## src/rtl/mem_stage_sized.sv

```systemverilog
// ============================================================================
// Module   : mem_stage_sized
// Purpose  : Pipeline MEM stage with sized loads/stores, access latency and
//            sticky capture of the first faulting address.
// Revision : 1.0 - initial release
// ============================================================================
`default_nettype none

module mem_stage_sized #(
  parameter int WORD_LEN  = 32,
  parameter int DEPTH     = 64,
  parameter int BASE_ADDR = 1024,
  parameter int LATENCY   = 1
) (
  input  logic                clk,
  input  logic                rst,
  input  logic                MEM_R_EN,
  input  logic                MEM_W_EN,
  input  logic [WORD_LEN-1:0] ALU_res,
  input  logic [WORD_LEN-1:0] ST_value,
  input  logic [1:0]          mem_size,
  input  logic                load_unsigned,
  output logic [WORD_LEN-1:0] dataMem_out,
  output logic                mem_stall,
  output logic                mem_fault,
  output logic                fault_valid,
  output logic [WORD_LEN-1:0] fault_addr
);

  localparam int                IDX_W      = (DEPTH > 1) ? $clog2(DEPTH) : 1;
  localparam logic [WORD_LEN-1:0] C_LO     = WORD_LEN'(BASE_ADDR);
  localparam logic [WORD_LEN-1:0] C_HI     = WORD_LEN'(BASE_ADDR + 4 * DEPTH);
  localparam logic              C_MULTI    = (LATENCY != 0);
  localparam logic [3:0]        C_CNT_INIT = (LATENCY == 0) ? 4'd0 : 4'(LATENCY - 1);

  typedef enum logic [0:0] {
    IDLE = 1'b0,
    BUSY = 1'b1
  } state_t;

  state_t                r_state, w_state_nxt;
  logic [3:0]            r_cnt, w_cnt_nxt;
  logic [WORD_LEN-1:0]   r_mem [DEPTH];

  logic                  w_req, w_is_store, w_is_load;
  logic                  w_oor, w_mis, w_bad;
  logic [IDX_W-1:0]      w_idx;
  logic [1:0]            w_lane;
  logic                  w_size_b, w_size_h;
  logic                  w_complete, w_do;
  logic [WORD_LEN-1:0]   w_word, w_load_val, w_wdata;
  logic [3:0]            w_mask;
  logic [7:0]            w_byte;
  logic [15:0]           w_half;

  assign w_req      = MEM_R_EN | MEM_W_EN;
  assign w_is_store = MEM_W_EN;
  assign w_is_load  = MEM_R_EN & ~MEM_W_EN;

  assign w_idx    = IDX_W'((ALU_res - C_LO) >> 2);
  assign w_lane   = ALU_res[1:0];
  assign w_size_b = (mem_size == 2'b00);
  assign w_size_h = (mem_size == 2'b01);

  assign w_oor = (ALU_res < C_LO) || (ALU_res >= C_HI);
  assign w_mis = (w_size_h && w_lane[0]) || (!w_size_b && !w_size_h && (w_lane != 2'b00));
  assign w_bad = w_oor | w_mis;

  assign mem_fault = w_req && w_bad && (r_state == IDLE);

  // Completion: single-cycle path in IDLE, otherwise the last BUSY cycle.
  assign w_complete = C_MULTI ? ((r_state == BUSY) && (r_cnt == 4'd0)) : w_req;
  assign w_do       = w_complete && w_req && !w_bad;

  assign w_word = r_mem[w_idx];
  assign w_byte = 8'(w_word >> {w_lane, 3'b000});
  assign w_half = w_lane[1] ? w_word[31:16] : w_word[15:0];

  always_comb begin
    w_load_val = w_word;
    if (w_size_b)
      w_load_val = {{(WORD_LEN-8){~load_unsigned & w_byte[7]}}, w_byte};
    else if (w_size_h)
      w_load_val = {{(WORD_LEN-16){~load_unsigned & w_half[15]}}, w_half};
  end

  assign dataMem_out = (w_do && w_is_load) ? w_load_val : '0;

  // Replicate the store data across lanes so the byte mask alone selects lanes.
  always_comb begin
    w_wdata = ST_value;
    w_mask  = 4'b1111;
    if (w_size_b) begin
      w_wdata = {4{ST_value[7:0]}};
      w_mask  = 4'b0001 << w_lane;
    end else if (w_size_h) begin
      w_wdata = {2{ST_value[15:0]}};
      w_mask  = w_lane[1] ? 4'b1100 : 4'b0011;
    end
  end

  always_comb begin
    w_state_nxt = r_state;
    w_cnt_nxt   = r_cnt;
    mem_stall   = 1'b0;
    case (r_state)
      IDLE: begin
        if (C_MULTI && w_req && !w_bad) begin
          mem_stall   = 1'b1;
          w_cnt_nxt   = C_CNT_INIT;
          w_state_nxt = BUSY;
        end
      end
      BUSY: begin
        if (r_cnt != 4'd0) begin
          mem_stall = 1'b1;
          w_cnt_nxt = r_cnt - 4'd1;
        end else begin
          w_state_nxt = IDLE;
        end
      end
      default: w_state_nxt = IDLE;
    endcase
  end

  always_ff @(posedge clk) begin
    if (rst) begin
      r_state <= IDLE;
      r_cnt   <= 4'd0;
    end else begin
      r_state <= w_state_nxt;
      r_cnt   <= w_cnt_nxt;
    end
  end

  always_ff @(posedge clk) begin
    if (rst) begin
      for (int i = 0; i < DEPTH; i++)
        r_mem[i] <= '0;
    end else if (w_do && w_is_store) begin
      for (int b = 0; b < 4; b++)
        if (w_mask[b])
          r_mem[w_idx][8*b +: 8] <= w_wdata[8*b +: 8];
    end
  end

  always_ff @(posedge clk) begin
    if (rst) begin
      fault_valid <= 1'b0;
      fault_addr  <= '0;
    end else if (mem_fault && !fault_valid) begin
      fault_valid <= 1'b1;
      fault_addr  <= ALU_res;
    end
  end

endmodule

`default_nettype wire

```

## config.mk

```make
export PLATFORM = sky130hd
export DESIGN_NAME = mem_stage_sized
export DESIGN_NICKNAME = d
export VERILOG_FILES = /design/src/rtl/mem_stage_sized.sv
export SDC_FILE = /design/constraint.sdc
export NUM_CORES = 2
export LEC_CHECK = 0
export CAP_MARGIN = 20
export CORE_MARGIN = 1
export CORE_UTILIZATION = 68
export CTS_CLUSTER_DIAMETER = 100
export DETAILED_ROUTE_END_ITERATION = 16
export MAX_ROUTING_LAYER = met4
export PLACE_DENSITY = 0.95
export SYNTH_ARGS = -nofsm -noshare
export SYNTH_HDL_FRONTEND = slang
export SYNTH_SLANG_ARGS = --single-unit
```

## constraint.sdc

```tcl
create_clock -name clk -period 4.7 [get_ports clk]
set_input_delay 0.47 -clock clk [delete_from_list [all_inputs] [get_ports clk]]
set_output_delay 0.47 -clock clk [all_outputs]
set_load 0.02 [all_outputs]
```

==> results of run 1 <==
[metal layers]
metal / GRT overflow / track usage
met1: 298 / 0.8156
met2: 653 / 0.9289
met3: 304 / 0.8339
met4: 449 / 0.8102
met5: - / -
[cells by family after synthesis]
kind of cell    Yosys count
mux                     470
flops                  2086
buf+inv                 750
compound gates         1284
fa+ha+maj                 1
simple gates           2750
[through the flow]
| stage | instance area, sq um | setup slack [ns] | TNS [ns] | hold slack, ns |
|---|---|---|---|---|
| 4_1_cts | 105900 | 0.009865 | 0 | 0.1806 |
| 3_5_place_dp | 99420 | -0.6194 | -13.15 | 0.4495 |
| 3_3_place_gp | 99420 | -0.4198 | -4.788 | 0.4422 |
| 2_1_floorplan | 92540 | 0.6986 | 0 | 0.4615 |
[timing repair]
action                     CTS
hold endpoints to repair     0
setup endpoints to repair   31
gates resized for setup     75
gates cloned                 0
hold buffers                 0
pin swaps                    2
==> metrics, run 1 <==
Clock Path Buffers=3; xor and xnor area share after synthesis=0; site row count=134; I/O pin count=138; first error=[ERROR GRT-0116] Global routing finished with congestion. Check the congestion regions in the DRC Viewer.; synthesized-area fraction occupied by and/or/nand/nor cells=0.1182; Setup Fix Bufs, Post-CTS=0; number of nets in the synthesized netlist=7413; share of flip-flops with an asynchronous set or reset=0; buffers added on ports=137; H-tree level count=4; horizontal die dimension=370.9 um; most common flop cell mapped by yosys=sky130_fd_sc_hd__edfxtp_1; dominant cell by count in the synthesized netlist=sky130_fd_sc_hd__nor2_1; number of global-route vias before repair=97010; largest net degree at the start of global routing=146; Post-Synth Adder-Cell Area=0.0001352; multiplexer share of the synthesized area=0.07155; global placement routability congestion=1.210; instance count after placement with tap cells included=9264; gate count of the mapped netlist=7341; synthesized area=0.09254 sq mm; complex-gate fraction of the synthesized area=0.09860; die span in y=370.9 um; initial cell density of the core=0.6891; Area contributors post-synth=sky130_fd_sc_hd__edfxtp_1 66%, sky130_fd_sc_hd__nor2_1 8.9%, sky130_fd_sc_hd__mux4_2 3.2%, sky130_fd_sc_hd__o22ai_1 2.3%, sky130_fd_sc_hd__mux2_2 2.3%; number of buffers created by CTS=191; number of warnings reported in the yosys synthesis log=0; number of flops mapped to enable cells by yosys=2048; total global-route track usage=0.8537; number of distinct standard cells referenced by the synthesized netlist=92; sequential element share of the synthesized area=0.6728; most instantiated cells after synthesis=2195 x sky130_fd_sc_hd__nor2_1, 2048 x sky130_fd_sc_hd__edfxtp_1, 500 x sky130_fd_sc_hd__clkbuf_1, 343 x sky130_fd_sc_hd__o22ai_1, 337 x sky130_fd_sc_hd__nand2_1; average instance area after synthesis=12.61 sq um; area share of the leading cell type in the synthesized netlist=0.6646; stage where the flow stopped=global routing (5_1_grt); largest family of logic cells by synthesized area=simple AND/OR/NAND/NOR gates; clock root cell=sky130_fd_sc_hd__clkbuf_16; Sinks on Clock Net=2086; run status=stopped before the end; global-route congestion overflow total=1704; global-route wire length before repair=793700 um; Yosys top cell by area=sky130_fd_sc_hd__edfxtp_1; HPWL reported at the end of detailed placement=250200 um; synthesized flop and latch total=2086
==> run 2, diff against run 1 <==
--- a/config.mk
+++ b/config.mk
@@ -7,11 +7,9 @@
 export LEC_CHECK = 0
 export CAP_MARGIN = 20
 export CORE_MARGIN = 1
-export CORE_UTILIZATION = 68
-export CTS_CLUSTER_DIAMETER = 100
+export CORE_UTILIZATION = 40
 export DETAILED_ROUTE_END_ITERATION = 16
-export MAX_ROUTING_LAYER = met4
-export PLACE_DENSITY = 0.95
+export PLACE_DENSITY_LB_ADDON = 0.15
 export SYNTH_ARGS = -nofsm -noshare
 export SYNTH_HDL_FRONTEND = slang
 export SYNTH_SLANG_ARGS = --single-unit
==> run 2 against run 1 <==
Net effect:
- the flow now finishes, with violations (setup timing)
- synthesized cell count did not move
- area after synthesis unchanged
==> metrics, run 2 <==
Hold Vio Cnt, Final=0; leakage power of the design=36.23 nW; number of vias per cell=6.352; complex-gate fraction of the synthesized area=0.09860; Clock Path Buffers=3; post-route setup slack=-0.09050 ns; worst hold path endpoint=fault_addr[28]; count of hold buffers inserted by post-cts repair=0; sw power=0.01103 W; max-cap violation count=0; Sum Neg Setup Slack=-0.2340 ns; worst-case vdd ir drop=0.0003294 V; number of buffers created by CTS=225; Yosys top cell by area=sky130_fd_sc_hd__edfxtp_1; placement-stage cell area=0.1040 sq mm; Initial DRT Pass Iterations=6; xor and xnor area share after synthesis=0; global placement routability congestion=0.9965; class of the tightest hold or removal check=in2reg; r2r startpoint=r_cnt[0]; I/O pin count=138; failing checks=setup timing; instance count after placement with tap cells included=10790; CP startpoint kind=input pin; switching share of power=0.2513; most common flop cell mapped by yosys=sky130_fd_sc_hd__edfxtp_1; unrepaired setup endpoints after global routing=yes; area share of the leading cell type in the synthesized netlist=0.6646; sequential element share of the synthesized area=0.6728; power density over the cells=394.2 mW/mm^2; synthesized area=0.09254 sq mm; number of nets in the synthesized netlist=7413; clock network fraction of design power=0.405; initial cell density of the core=0.4025; Least-Margin Pin Slew=1.210 ns; die span in y=483.0 um; multiplexer share of the synthesized area=0.07155; Remaining DRCs=0; gate count of the mapped netlist=7341; Reg with most FFs=r_mem; count of routing violations after the opening detailed-route iteration=11280; largest family of logic cells by synthesized area=simple AND/OR/NAND/NOR gates; most used cells in the layout excluding fill and tap cells=2186 x sky130_fd_sc_hd__nor2_1, 2048 x sky130_fd_sc_hd__edfxtp_1, 879 x sky130_fd_sc_hd__buf_4; Crit path required time=4.23 ns; buffers added on ports=137; filler cell count=20510; dominant cell by count in the synthesized netlist=sky130_fd_sc_hd__nor2_1; share of cells above drive strength 1=0.2285; H-tree level count=4; Setup Slack @ Placement=-0.7231 ns; number of global-route vias before repair=66950; critical path start-end classification=in2out; Nets=8068; max-slew violation total from the final report=0; antenna violations before repair=20; final worst-path cycle share=1.019; Largest register FFs=2048; register-to-register setup slack=1.39 ns; peak fanout along the critical path=22; clock latency reported for the late side of the worst-skew pair=0.89 ns; hold wc startpoint=ALU_res[28]; min cycle time layout=4.791 ns; reg-to-reg endpoint=r_mem[20][17]; wire length per cell=38.30 um; ANT nets after route=0; number of warnings reported in the yosys synthesis log=0; Hold Path Cell Cnt=3; largest registers=r_mem x2048, fault_addr x32, r_cnt x4; post-route standard cell area excluding fillers=0.1114 sq mm; global-route congestion overflow total=0; number of flops mapped to enable cells by yosys=2048; Post-Route Hold Slack=0.1729 ns; combinational share of power=0.103; site row count=176; Total Die Area=0.2333 sq mm; run status=complete, but fails checks; final setup skew=0.05075 ns; Internal Dissipation=0.03286 W; total global-route track usage=0.3629; global-route wire length before repair=574600 um; multi-input logic area=0.02721 sq mm; largest net degree at the start of global routing=106; layout-stage area growth over the synthesis result=20.33%; horizontal die dimension=483.0 um; Sinks on Clock Net=2086; routed via count=71300; Area contributors post-synth=sky130_fd_sc_hd__edfxtp_1 66%, sky130_fd_sc_hd__nor2_1 8.9%, sky130_fd_sc_hd__mux4_2 3.2%, sky130_fd_sc_hd__o22ai_1 2.3%, sky130_fd_sc_hd__mux2_2 2.3%; R2R cell count=11; clock root cell=sky130_fd_sc_hd__clkbuf_16; Post-Synth Adder-Cell Area=0.0001352; CTS tree=done; register share of total power=0.492; HPWL reported at the end of detailed placement=298600 um; synthesized flop and latch total=2086; synthesized-area fraction occupied by and/or/nand/nor cells=0.1182; area taken by flip-flops and latches=0.06226 sq mm; Max Clock Freq=0.2087 GHz; sort of element at the end of the critical path=output port; Detailed Route WL=429900 um; number of distinct standard cells referenced by the synthesized netlist=92; final setup vio count=6; average instance area after synthesis=12.61 sq um; most instantiated cells after synthesis=2195 x sky130_fd_sc_hd__nor2_1, 2048 x sky130_fd_sc_hd__edfxtp_1, 500 x sky130_fd_sc_hd__clkbuf_1, 343 x sky130_fd_sc_hd__o22ai_1, 337 x sky130_fd_sc_hd__nand2_1; most common cell after layout, fill and taps aside=sky130_fd_sc_hd__nor2_1; remaining max-slew budget at the tightest pin=0.1913; worst endpoint data arrival time=4.32 ns; clock transition at the registers of the reported paths=0.06 ns; share of flip-flops with an asynchronous set or reset=0; Core Region=0.2299 sq mm; number of non-filler instances in the completed layout=11230
-- run 2: what timing repair did --
action | CTS | global route
setup endpoints to repair | 29 | 26
resized for setup | 63 | 43
pin swaps | 3 | 1
buffers inserted | 2 | 0
-- run 2: per-layer routing --
metal	GRT usage	wire length, um
met5	0	113
met4	0.2610	36650
met3	0.08444	49950
met2	0.5350	185200
met1	0.4705	158000
-- run 2: per-stage QoR --
step,util,power [W]
3_5_place_dp,0.4525,0.02629
4_1_cts,0.4845,0.04381
3_3_place_gp,0.4524,0.02626
6_report,0.4844,0.04389
5_1_grt,0.4842,0.04466
2_1_floorplan,-,0.02366
-- run 2: worst max-delay path by stage --
| stage | start | endpoint |
|---|---|---|
| finish | ALU_res[4] | dataMem_out[6] |
| global route | ALU_res[4] | dataMem_out[17] |
| CTS | r_mem[5][7] | dataMem_out[18] |
| detailed placement | ALU_res[2] | dataMem_out[16] |
| global placement | ALU_res[4] | dataMem_out[17] |
| floorplan | ALU_res[2] | dataMem_out[11] |
-- run 2: cell families after synthesis --
family                   after synthesis
AO/OA/AOI/OAI                       1284
buffers and inverters                750
AND/OR/NAND/NOR                     2750
flip-flops                          2086
multiplexers                         470
adder cells (fa/ha/maj)                1
-- run 2: layout make-up --
type	count	area share
clock inverter	132	0.01135
inverter	22	0.0008315
timing repair buffer	1156	0.09642
multi-input combinational	4505	0.2443
antenna	12	0.0002697
sequential	2086	0.5591
clock buffer	286	0.05369
tap	3026	0.03400
-- run 2: worst max-delay path, stage by stage --
cell and delay, ns:
sky130_fd_sc_hd__buf_8 0.27, sky130_fd_sc_hd__buf_4 0.26, sky130_fd_sc_hd__nor2b_1 0.77, sky130_fd_sc_hd__a221oi_1 0.20, sky130_fd_sc_hd__o21ai_0 0.82, sky130_fd_sc_hd__buf_4 0.26, sky130_fd_sc_hd__nand2_1 0.06, sky130_fd_sc_hd__o211a_1 0.34
sky130_fd_sc_hd__buf_4 0.19, sky130_fd_sc_hd__a2111oi_2 0.37, sky130_fd_sc_hd__buf_4 0.22
-- run 2: power by group through the flow --
| stage | Combinational [W] | Clock, W | Sequential [W] |
|---|---|---|---|
| 6_report | 0.00452 | 0.0178 | 0.0216 |
| 5_1_grt | 0.00451 | 0.0185 | 0.0217 |
| 4_1_cts | 0.00436 | 0.0179 | 0.0216 |
| 3_5_place_dp | 0.00433 | 0 | 0.0220 |
| 3_3_place_gp | 0.00433 | 0 | 0.0219 |
| 2_1_floorplan | 0.00181 | 0 | 0.0219 |
Note: power is estimated with default switching activity, not from simulation.
